===== src/rtl/cellrv32_package.sv =====
// rtl/cellrv32_package.sv - shared types and defaults for the VRF write arbiter
package cellrv32_package;

    typedef enum logic [0:0] {
        PRIO_EX  = 1'b0,
        PRIO_MEM = 1'b1
    } vrf_arb_state_t;

    localparam int VRF_ARB_MAX_WAIT_DEF = 3;

endpackage


===== src/rtl/vrf_wr_arb_fsm.sv =====
// rtl/vrf_wr_arb_fsm.sv - conflict priority FSM and bounded wait counter for the VRF write arbiter
// Optional forced-switch pulse output under CELLRV32_VRF_ARB_STATS_EN.
module vrf_wr_arb_fsm
    import cellrv32_package::*;
#(
    parameter int MAX_WAIT = VRF_ARB_MAX_WAIT_DEF
) (
    input  logic clk_i,
    input  logic rstn_i,
    input  logic conflict_i,
    input  logic ex_grant_i,
    input  logic mem_grant_i,
    output logic ex_wins_o
`ifdef CELLRV32_VRF_ARB_STATS_EN
    ,
    output logic forced_o
`endif
);

    localparam int CW = (MAX_WAIT > 1) ? $clog2(MAX_WAIT + 1) : 1;

    vrf_arb_state_t state_q;
    logic [CW-1:0]  wait_q;
    logic           loser_xfer;
    logic           wait_done;

    // The counter always tracks the requester without priority.
    assign loser_xfer = (state_q == PRIO_EX) ? mem_grant_i : ex_grant_i;
    assign wait_done  = (wait_q == CW'(MAX_WAIT - 1));

    always_ff @(posedge clk_i or negedge rstn_i) begin
        if (!rstn_i) begin
            state_q <= PRIO_EX;
            wait_q  <= '0;
        end else if (conflict_i) begin
            if (wait_done) begin
                state_q <= (state_q == PRIO_EX) ? PRIO_MEM : PRIO_EX;
                wait_q  <= '0;
            end else begin
                wait_q <= wait_q + CW'(1);
            end
        end else if (loser_xfer) begin
            wait_q <= '0;
        end
    end

    assign ex_wins_o = (state_q == PRIO_EX);

`ifdef CELLRV32_VRF_ARB_STATS_EN
    assign forced_o = conflict_i & wait_done;
`endif

endmodule


===== src/rtl/vrf_wr_arbiter.sv =====
// rtl/vrf_wr_arbiter.sv - registered arbiter sharing the VRF register and element write ports
// Optional conflict/starvation counters under CELLRV32_VRF_ARB_STATS_EN.
module vrf_wr_arbiter
    import cellrv32_package::*;
#(
    parameter int VREGS      = 32,
    parameter int ELEMENTS   = 4,
    parameter int DATA_WIDTH = 32,
    parameter int MAX_WAIT   = VRF_ARB_MAX_WAIT_DEF,
    localparam int AW        = $clog2(VREGS)
) (
    input  logic                                 clk_i,
    input  logic                                 rstn_i,
    input  logic                                 ex_valid_i,
    output logic                                 ex_ready_o,
    input  logic [AW-1:0]                        ex_addr_i,
    input  logic [ELEMENTS-1:0]                  ex_mask_i,
    input  logic [ELEMENTS*DATA_WIDTH-1:0]       ex_data_i,
    input  logic                                 mem_valid_i,
    output logic                                 mem_ready_o,
    input  logic [AW-1:0]                        mem_addr_i,
    input  logic [ELEMENTS-1:0]                  mem_mask_i,
    input  logic [ELEMENTS-1:0][DATA_WIDTH-1:0]  mem_data_i,
    output logic [ELEMENTS-1:0]                  v_wr_en_o,
    output logic [AW-1:0]                        v_wr_addr_o,
    output logic [ELEMENTS*DATA_WIDTH-1:0]       v_wr_data_o,
    output logic [ELEMENTS-1:0]                  el_wr_en_o,
    output logic [AW-1:0]                        el_wr_addr_o,
    output logic [ELEMENTS-1:0][DATA_WIDTH-1:0]  el_wr_data_o,
    output logic [VREGS-1:0]                     pend_o
`ifdef CELLRV32_VRF_ARB_STATS_EN
    ,
    output logic [31:0]                          conflict_cnt_o,
    output logic [31:0]                          starve_cnt_o
`endif
);

    logic conflict;
    logic ex_wins;
    logic ex_xfer;
    logic mem_xfer;

    // Only overlapping element enables collide inside the VRF; the register address is irrelevant.
    assign conflict    = ex_valid_i & mem_valid_i & (|(ex_mask_i & mem_mask_i));
    assign ex_ready_o  = rstn_i & ex_valid_i  & (~conflict | ex_wins);
    assign mem_ready_o = rstn_i & mem_valid_i & (~conflict | ~ex_wins);
    assign ex_xfer     = ex_ready_o;
    assign mem_xfer    = mem_ready_o;

`ifdef CELLRV32_VRF_ARB_STATS_EN
    logic forced;
`endif

    vrf_wr_arb_fsm #(
        .MAX_WAIT (MAX_WAIT)
    ) u_fsm (
        .clk_i       (clk_i),
        .rstn_i      (rstn_i),
        .conflict_i  (conflict),
        .ex_grant_i  (ex_xfer),
        .mem_grant_i (mem_xfer),
        .ex_wins_o   (ex_wins)
`ifdef CELLRV32_VRF_ARB_STATS_EN
        ,
        .forced_o    (forced)
`endif
    );

    always_ff @(posedge clk_i or negedge rstn_i) begin
        if (!rstn_i) begin
            v_wr_en_o    <= '0;
            v_wr_addr_o  <= '0;
            v_wr_data_o  <= '0;
            el_wr_en_o   <= '0;
            el_wr_addr_o <= '0;
            el_wr_data_o <= '0;
        end else begin
            v_wr_en_o    <= ex_xfer  ? ex_mask_i  : '0;
            v_wr_addr_o  <= ex_xfer  ? ex_addr_i  : '0;
            v_wr_data_o  <= ex_xfer  ? ex_data_i  : '0;
            el_wr_en_o   <= mem_xfer ? mem_mask_i : '0;
            el_wr_addr_o <= mem_xfer ? mem_addr_i : '0;
            el_wr_data_o <= mem_xfer ? mem_data_i : '0;
        end
    end

    always_comb begin
        pend_o = '0;
        if (|v_wr_en_o) begin
            pend_o[v_wr_addr_o] = 1'b1;
        end
        if (|el_wr_en_o) begin
            pend_o[el_wr_addr_o] = 1'b1;
        end
    end

`ifdef CELLRV32_VRF_ARB_STATS_EN
    always_ff @(posedge clk_i or negedge rstn_i) begin
        if (!rstn_i) begin
            conflict_cnt_o <= '0;
            starve_cnt_o   <= '0;
        end else begin
            if (conflict && (conflict_cnt_o != '1)) begin
                conflict_cnt_o <= conflict_cnt_o + 32'd1;
            end
            if (forced && (starve_cnt_o != '1)) begin
                starve_cnt_o <= starve_cnt_o + 32'd1;
            end
        end
    end
`endif

endmodule


===== config.mk =====
export PLATFORM = sky130hd
export DESIGN_NAME = vrf_wr_arbiter
export DESIGN_NICKNAME = d
export VERILOG_FILES = /design/src/rtl/cellrv32_package.sv /design/src/rtl/vrf_wr_arb_fsm.sv /design/src/rtl/vrf_wr_arbiter.sv
export SDC_FILE = /design/constraint.sdc
export NUM_CORES = 1
export LEC_CHECK = 0
export BUFFER_PORTS_ARGS = -buffer_cell sky130_fd_sc_hd__buf_4
export CAP_MARGIN = 20
export CORE_AREA = 2 2 229 231
export DETAILED_ROUTE_END_ITERATION = 12
export DIE_AREA = 0 0 231 233
export GPL_TIMING_DRIVEN = 0
export SLEW_MARGIN = 5
export SYNTH_ARGS = -nofsm -noshare
export SYNTH_HDL_FRONTEND = slang
export SYNTH_SLANG_ARGS = --single-unit

===== constraint.sdc =====
create_clock -name clk_i -period 2.2 [get_ports clk_i]
set_input_delay 0.44 -clock clk_i [delete_from_list [all_inputs] [get_ports clk_i]]
set_output_delay 0.44 -clock clk_i [all_outputs]
set_load 0.02 [all_outputs]

==> flow_metrics.env <==
export IMPL_synth_cells=700
export IMPL_final_cell_mix="buf_4, and3_1, dfrtp_1"
export IMPL_hold_worst_slack_ns=0.03565
export IMPL_start_kind="register"
export IMPL_dr_pass1_iters=4
export IMPL_synthSimpleGateAreaFrac_pct=20.38
export IMPL_synth_compound_area_share_pct=3.145
export IMPL_place_inst=1967
export IMPL_place_congestion=0.9408
export IMPL_required_ns=1.76
export IMPL_numCtsBuffers=31
export IMPL_numPortBuffers=585
export IMPL_setup_ws_ns=-0.4607
export IMPL_die_h_um=233
export IMPL_relSlewSlack_pct=47.66
export IMPL_fp_dieW_um=231
export IMPL_post_route_period_util_pct=120.9
export IMPL_p_leak_nw=9.469
export IMPL_synth_top_family_by_area="simple AND/OR/NAND/NOR gates"
export IMPL_cts_buffer_depth=3
export IMPL_async_flop_share_pct=100.0
export IMPL_grt_max_degree=116
export IMPL_worst_pin_slew_ns=0.7851
export IMPL_wl_per_cell_um=19.29
export IMPL_post_route_min_period_ns=2.661
export IMPL_drv_slew=0
export IMPL_drc=0
export IMPL_area_growth_pct=75.05
export IMPL_synth_fp_nets=978
export IMPL_cts_sink_count=277
export IMPL_dpl_hpwl_um=30140
export IMPL_layout_commonest_cell="buf_4"
export IMPL_wl_met2_um=20410
export IMPL_grt_setup_unrepaired="true"
export IMPL_yosys_cell_types_count=27
export IMPL_hold_violations=0
export IMPL_violations="negative setup slack"
export IMPL_p_per_area_nw_per_um2=795.4
export IMPL_status="finished with violations"
export IMPL_die_area_um2=53820
export IMPL_hp_class="input pin to asynchronous set/reset pin"
export IMPL_path_class="register to primary output"
export IMPL_track_usage_pct=13.77
export IMPL_fin_area_um2=16780
export IMPL_fp_row_count=83
export IMPL_synth_fa_ha_area_share_pct=0
export IMPL_grt_pass1_wl_um=55500
export IMPL_drive_above_1_share_pct=53.82
export IMPL_synth_edff_count=0
export IMPL_maxCapViolations=0
export IMPL_htree_levels=1
export IMPL_drt_iter0_markers=317
export IMPL_fin_cells=2042
export IMPL_initial_core_util_pct=18.77
export IMPL_yosys_warnings=0
export IMPL_synth_ff_type="dfrtp_1"
export IMPL_dpl_cell_area_um2=14890
export IMPL_met1Wirelength_um=14640
export IMPL_cts_tree="built"
export IMPL_antenna_found_initial=3
export IMPL_vias=8357
export IMPL_fmax_mhz=375.8
export IMPL_cp_arrival_ns=2.22
export IMPL_boundaryPins=586
export IMPL_path_max_fanout=8
export IMPL_wl_um=39390
export IMPL_power_w=0.01335
export IMPL_antenna_cells=0
export IMPL_synthMuxAreaShare_pct=0.1044
export IMPL_setup_violations=32
export IMPL_grt_pass1_vias=8751
export IMPL_skew_ns=0.01893
export IMPL_synth_avg_cell_area_um2=13.70
export IMPL_synth_xor_area_share_pct=0.09135
export IMPL_core_area_um2=51090
export IMPL_clkLatencyLatePin_ns=0.56
export IMPL_ys_seq_elements=277
export IMPL_wl_met3_um=3437
export IMPL_clk_pin_slew_worst_paths_ns=0.06
export IMPL_end_kind="primary output"
export IMPL_final_antenna_net_count=0
export IMPL_cts_root_buf="clkbuf_16"
export IMPL_top_layer_used="met5"
export IMPL_ys_seq_area_share_pct=72.30
export IMPL_grt_remaining_overflow=0
export IMPL_num_nets_final=1617
export IMPL_via_per_inst=4.093
export IMPL_synthesis_area_um2=9588
export IMPL_vdd_drop_max_mv=0.4708
state kept, by name, summed over array words and instances, names as in the netlist:
name / flops
u_fsm.state_q: 1
el_wr_data_o: 128
v_wr_data_o: 128
el_wr_addr_o: 5
u_fsm.wait_q: 2
v_wr_addr_o: 5
v_wr_en_o: 4
el_wr_en_o: 4
through the flow:
| step | setup TNS, ns | setup slack [ns] | utilization [%] |
|---|---|---|---|
| 3_3_place_gp | -1159.07 | -3.010 | 29.03 |
| 5_1_grt | -13.27 | -0.5046 | 32.85 |
| 3_5_place_dp | -194.60 | -1.188 | 29.15 |
| 6_report | -11.29 | -0.4607 | 32.85 |
| 4_1_cts | -13.14 | -0.4668 | 32.19 |
| 2_1_floorplan | 0 | 0.1997 | - |
critical path, cell delays in order, from the launching register on:
cell	delay [ns]
dfrtp_1	0.38
or4_4	0.53
buf_6	0.15
or3b_1	0.17
buf_6	0.14
o22ai_1	0.10
buf_4	0.17
synth_stat cells (all sizes together) (3+ instances only):
cell | n | area (µm²)
and3 | 274 | 1714
o22ai | 34 | 212.7
or3b | 6 | 52.55
clkbuf | 32 | 120.1
buf | 32 | 246.5
o211ai | 3 | 32.53
and2 | 5 | 31.28
nand2 | 3 | 11.26
nand3b | 10 | 90.08
nand3 | 4 | 20.02
dfrtp | 277 | 6932
inv | 4 | 15.01
path summary, 6_finish.rpt:
kind	from	end	slack, ns	cells past startpoint
max in group asynchronous	rstn_i	v_wr_data_o[96]	0.89	3
setup reg to reg	u_fsm.state_q	v_wr_data_o[116]	0.75	6
setup / recovery	el_wr_en_o[1]	pend_o[20]	-0.46	6
hold / removal	rstn_i	v_wr_data_o[26]	0.04	4
min in group clk_i	ex_data_i[40]	v_wr_data_o[40]	0.10	2
hold reg to reg	u_fsm.wait_q[0]	u_fsm.wait_q[0]	0.52	1
timing repair:
action | in CTS | in global routing
pin swaps | 2 | 6
gates resized for setup | 33 | 53
endpoints found under the hold margin | 83 | 0
hold buffers | 9 | 0
cloned | 3 | 0
endpoints found under the setup margin | 253 | 34
setup buffers | 5 | 6
metal layers:
layer / vias to the layer above / global-route usage [%]
li1: 3753 / -
met1: 4150 / 15.35
met2: 394 / 24.94
met3: 58 / 4.314
met4: 2 / 4.194
met5: - / 0
power by group:
part | switching, W | internal (W)
combinational | 0.00113 | 0.00103
clock | 0.00211 | 0.00362
sequential | 0.000113 | 0.00536
cells by family (layout without fill, tap and decap cells):
| logic type | after synthesis | count (layout) |
|---|---|---|
| simple gates | 308 | 308 |
| flops | 277 | 277 |
| buf+inv | 68 | 730 |
| compound gates | 45 | 45 |
| xor+xnor | 1 | 1 |
| mux | 1 | 1 |
cell type report:
cell class                      instances  area, µm²
Sequential cell                       277       6935
Fill cell                            5196      34310
Inverter                                4      15.01
Buffer                                 60      381.6
Clock buffer                           42      887.1
Clock inverter                         14      252.7
Timing Repair Buffer                  610       4883
Multi-Input combinational cell        355       2577
Tap cell                              680      850.8
Note: power is estimated with default switching activity, not from simulation.
